**src/rtl/muldiv_seq.sv**
```systemverilog
// Sequencer and HI/LO owner for the shared multi-cycle multiplier/divider in EX.
// Optional: define MUL_DIV_DIV0_FAST_EN to finish zero-divisor divides without the divider.
module muldiv_seq (
    input  logic        i_clk,
    input  logic        i_rst,
    input  logic        i_op_valid,
    input  logic [2:0]  i_op,
    input  logic [31:0] i_src_a,
    input  logic [31:0] i_src_b,
    input  logic        i_pipe_stall,
    input  logic        i_flush,
    input  logic        i_hi_we,
    input  logic        i_lo_we,
    input  logic [31:0] i_hilo_wdata,
    output logic        o_busy,
    output logic [31:0] o_md_a,
    output logic [31:0] o_md_b,
    output logic        o_mul_start,
    output logic        o_mul_sign,
    input  logic        i_mul_ready,
    input  logic [63:0] i_mul_result,
    output logic        o_div_start,
    output logic        o_div_sign,
    output logic        o_div_annul,
    input  logic        i_div_ready,
    input  logic [63:0] i_div_result,
    output logic [31:0] o_hi,
    output logic [31:0] o_lo
);

    typedef enum logic [2:0] {StIdle, StMulWait, StDivWait, StAcc, StDone} state_e;

    state_e      r_state, w_state_d;
    logic [31:0] r_a, r_b, r_hi, r_lo;
    logic [2:0]  r_op;
    logic [63:0] r_p, w_p_d, w_acc;
    logic        w_issue, w_is_div, w_div0, w_latch, w_commit;

    assign w_issue  = i_op_valid && !i_flush;
    assign w_is_div = (i_op[2:1] == 2'b01);

`ifdef MUL_DIV_DIV0_FAST_EN
    assign w_div0 = w_is_div && (i_src_b == 32'd0);
`else
    assign w_div0 = 1'b0;
`endif

    // op[1] separates MSUB/MSUBU from MADD/MADDU
    assign w_acc = r_op[1] ? ({r_hi, r_lo} - r_p) : ({r_hi, r_lo} + r_p);

    always_comb begin
        w_state_d   = r_state;
        w_p_d       = r_p;
        w_latch     = 1'b0;
        w_commit    = 1'b0;
        o_busy      = 1'b0;
        o_mul_start = 1'b0;
        o_mul_sign  = 1'b0;
        o_div_start = 1'b0;
        o_div_sign  = 1'b0;
        o_div_annul = 1'b0;
        unique case (r_state)
            StIdle: begin
                if (w_issue) begin
                    o_busy  = 1'b1;
                    w_latch = 1'b1;
                    if (w_div0) begin
                        w_state_d = StDone;
                        w_p_d     = {i_src_a, 32'hFFFF_FFFF};
                    end else if (w_is_div) begin
                        w_state_d = StDivWait;
                    end else begin
                        w_state_d = StMulWait;
                    end
                end
            end
            StMulWait: begin
                o_busy      = 1'b1;
                o_mul_start = 1'b1;
                o_mul_sign  = ~r_op[0];
                if (i_flush) begin
                    w_state_d = StIdle;
                end else if (i_mul_ready) begin
                    w_p_d     = i_mul_result;
                    w_state_d = r_op[2] ? StAcc : StDone;
                end
            end
            StDivWait: begin
                o_busy      = 1'b1;
                o_div_start = 1'b1;
                o_div_sign  = ~r_op[0];
                if (i_flush) begin
                    o_div_annul = 1'b1;
                    w_state_d   = StIdle;
                end else if (i_div_ready) begin
                    w_p_d     = i_div_result;
                    w_state_d = StDone;
                end
            end
            StAcc: begin
                o_busy = 1'b1;
                if (i_flush) begin
                    w_state_d = StIdle;
                end else begin
                    w_p_d     = w_acc;
                    w_state_d = StDone;
                end
            end
            StDone: begin
                // op_valid is ignored here so a held instruction is never re-issued
                if (i_flush) begin
                    w_state_d = StIdle;
                end else if (!i_pipe_stall) begin
                    w_commit  = 1'b1;
                    w_state_d = StIdle;
                end
            end
            default: w_state_d = StIdle;
        endcase
    end

    always_ff @(posedge i_clk) begin
        if (i_rst) begin
            r_state <= StIdle;
            r_p     <= 64'd0;
            r_a     <= 32'd0;
            r_b     <= 32'd0;
            r_op    <= 3'd0;
            r_hi    <= 32'd0;
            r_lo    <= 32'd0;
        end else begin
            r_state <= w_state_d;
            r_p     <= w_p_d;
            if (w_latch) begin
                r_a  <= i_src_a;
                r_b  <= i_src_b;
                r_op <= i_op;
            end
            // A commit wins over a same-cycle MTHI/MTLO
            if (w_commit) begin
                r_hi <= r_p[63:32];
            end else if (i_hi_we) begin
                r_hi <= i_hilo_wdata;
            end
            if (w_commit) begin
                r_lo <= r_p[31:0];
            end else if (i_lo_we) begin
                r_lo <= i_hilo_wdata;
            end
        end
    end

    assign o_md_a = r_a;
    assign o_md_b = r_b;
    assign o_hi   = r_hi;
    assign o_lo   = r_lo;

endmodule

```
**config.mk**
```make
export PLATFORM = sky130hd
export DESIGN_NAME = muldiv_seq
export DESIGN_NICKNAME = d
export VERILOG_FILES = /design/src/rtl/muldiv_seq.sv
export SDC_FILE = /design/constraint.sdc
export NUM_CORES = 1
export LEC_CHECK = 0
export CORE_UTILIZATION = 55
export DETAILED_ROUTE_END_ITERATION = 6
export DONT_BUFFER_PORTS = 1
export PLACE_DENSITY = 0.7
export SLEW_MARGIN = 5
export SYNTH_ARGS = -nofsm -noshare
export SYNTH_HDL_FRONTEND = slang
export SYNTH_SLANG_ARGS = --single-unit
```
**constraint.sdc**
```tcl
create_clock -name i_clk -period 11.11 [get_ports i_clk]
set_input_delay 1.111 -clock i_clk [delete_from_list [all_inputs] [get_ports i_clk]]
set_output_delay 1.111 -clock i_clk [all_outputs]
set_load 0.05 [all_outputs]
```
==> flow_summary.json <==
{
  "status": "finished, violations left",
  "violations": "design-rule violations",
  "rows": 58,
  "maxCapViolCount": 0,
  "cts.path.max_buffers": 2,
  "yosysSeqAreaShare_pct": 28.0,
  "drc": 4,
  "cts.sinks": 198,
  "synth_edf_count": 0,
  "power.density_nw_per_um2": 247,
  "synth_top_area_share_pct": 28.0,
  "cp-startpoint": "r_p[6]",
  "timing.final.ws_setup_ps": 5330,
  "synth_top_area_cell": "dfxtp_1",
  "areaGrowthSynthToFinish_pct": 4.53,
  "drt-initial-drc-count": 1537,
  "p_sw_mw": 1.82,
  "htree_levels": 4,
  "cts_root_buf": "clkbuf_16",
  "grt_max_degree": 195,
  "vias": 13900,
  "synth_cell_types": 81,
  "vias_per_cell": 6.57,
  "die_x_microns": 162,
  "worstSetupStartpointType": "flip-flop",
  "syn_inst": 1887,
  "async_flop_share_pct": 0,
  "worstPathRequired_ps": 11470,
  "worst_setup_path_end_kind": "flip-flop",
  "grtUsageTotal_pct": 37.5,
  "setup_viol": 0,
  "cp_max_fo": 7,
  "ir_worst_vdd_uv": 127,
  "synth.area.top_cells": "dfxtp_1 28%, a21oi_1 8.1%, mux2i_1 6.8%, nand2_1 6.0%, nor2_1 5.8%",
  "ys_ff_latch": 198,
  "cts_buffers": 17,
  "rsz0062_at_grt": "no",
  "critPathKind": "flip-flop to flip-flop",
  "synth_top_cells_by_count": "228 x a21oi_1, 228 x nand2_1, 217 x nor2_1, 198 x dfxtp_1, 121 x clkbuf_1",
  "drv_slew": 0,
  "synth_area_sq_um": 14100,
  "boundaryPins": 370,
  "hold_viol_final": 0,
  "combPwrFrac_pct": 54.6,
  "start_util_pct": 56.2,
  "drtPass1Iterations": 7,
  "skew_ps": 26.2,
  "critPathArrivalTime_ps": 6130,
  "ys.flop_type": "dfxtp_1",
  "finalNetCount": 2077,
  "min_path_type": "flip-flop to flip-flop",
  "antenna_found_initial": 2,
  "postCtsResizedCells": 0,
  "grt_first_pass_wirelength_microns": 75800,
  "seq_power_share_pct": 25.8,
  "gp_congestion": 0.957,
  "first_global_vias": 12600,
  "coreArea_sq_um": 25200,
  "die_area_sq_um": 26400,
  "insertion_delay_ps": 460,
  "io_buffer_count": 0,
  "syn_avg_cell_area_sq_um": 7.50,
  "crit_end": "r_p[58]",
  "r2r-end": "r_p[58]",
  "fmax_mhz": 173,
  "slew_headroom_pct": 22.7,
  "wirelength_microns": 51100,
  "reg2reg_depth": 16,
  "grt_overflow": 0,
  "post_cts_buffers": 0,
  "fin_util_pct": 58.7,
  "clkTransAtPathRegs_ps": 90,
  "worst_pin_slew_ps": 1160,
  "die_h_microns": 162,
  "cts_hold_buffers": 0,
  "drtAntennaViolNets": 0,
  "dp_hpwl_microns": 38400,
  "fill_cells": 2410,
  "swShare_pct": 49.9,
  "p_int_mw": 1.83,
  "rr_startpoint": "r_p[6]",
  "power_leakage_nw": 5.79,
  "finalCritPeriodShare_pct": 52.0,
  "post_drt_wl_per_cell_microns": 24.1,
  "synth_warnings": 0,
  "pre_cts_slack_ps": 5550,
  "timing.final.crit_period_ps": 5780,
  "synth_nets": 2188,
  "power.share.clock_pct": 19.6,
  "cts_tree": "done",
  "drive_above_1_share_pct": 4.86,
  "setup_tns_ps": 0,
  "reg2reg_setup_slack_ps": 5330
}
## area by class of cell
type                       instances  area (sq um)  share of cell area (%)
sequential                       198          3970                    26.8
clock inverter                    15           234                    1.58
tap                              330           413                    2.79
timing repair buffer              11          82.6                   0.558
inverter                          42           158                    1.07
multi-input combinational       1506          9500                    64.3
clock buffer                      17           425                    2.88
antenna                            2          5.00                  0.0338
## how the worst min path moves through the flow
stage | start | end | slack, ps | cells past startpoint
final | r_op[2] | r_op[2] | 480 | 2
after global routing | r_op[2] | r_op[2] | 510 | 2
after floorplan | r_op[2] | r_op[2] | 450 | 2
after CTS | r_op[2] | r_op[2] | 470 | 2
after global placement | r_op[2] | r_op[2] | 450 | 2
after detailed placement | r_op[2] | r_op[2] | 460 | 2
## kinds of logic after synthesis
logic type | count (synthesis) | share of synthesized area [%]
simple gates | 656 | 21.0
buf+inv | 183 | 4.96
fa+ha+maj | 65 | 5.80
compound gates | 574 | 26.1
xor+xnor | 110 | 6.86
mux | 101 | 7.19
flops | 198 | 28.0
## through the flow
step | instance area [sq um] | hold slack [ps] | instances | total power, mW
global route | 14800 | 510 | 2119 | 3.85
detailed placement | 14100 | 460 | 2087 | 2.89
global placement | 14100 | 452 | 2087 | 2.89
floorplan | 14100 | 445 | 1887 | 2.44
CTS | 14800 | 474 | 2119 | 3.61
finish | 14800 | 478 | 2121 | 3.65
## layer usage
metal | GRT usage [%] | vias up | part of all wire, %
met5 | 0 | - | 0.020
met4 | 8.66 | 2 | 2.0
met3 | 8.05 | 70 | 9.9
met2 | 59.0 | 733 | 45
met1 | 52.2 | 6555 | 43
li1 | - | 6578 | -
## cells in the final DEF (no fill, tap or decap), drive strengths merged, types with 54 or more instances in the layout
master / n
a21oi: 229
nand2: 229
nor2: 219
dfxtp: 198
a211oi: 101
mux2i: 96
xnor2: 86
ha: 64
o21ai: 60
inv: 54
## worst max-delay path, cell delays in order (launching register included)
cell,delay (ps)
dfxtp_1,380
or4_4,600
or4b_4,560
nor3_4,370
nand2b_1,200
nor2_2,290
a31oi_1,340
xnor2_1,230
ha_1,440
nand4_1,160
nor4_1,590
o311ai_1,300
a21oi_1,290
o21ai_0,330
a21oi_1,300
nor3_1,70
o31ai_1,240
## state kept, by name (all words and copies together), names as in the netlist
signal	count
r_p	64
o_hi	32
o_lo	32
o_md_a	32
o_md_b	32
r_op	3
r_state	3
## power by group through the flow
| stage | clock, mW | combinational, mW | sequential [mW] |
|---|---|---|---|
| after floorplan | 0 | 1.53 | 0.918 |
| after global placement | 0 | 1.93 | 0.957 |
| after detailed placement | 0 | 1.93 | 0.958 |
| after CTS | 0.722 | 1.95 | 0.941 |
| after global routing | 0.747 | 2.16 | 0.949 |
| final | 0.716 | 1.99 | 0.944 |
Note: power is estimated with default switching activity, not from simulation.
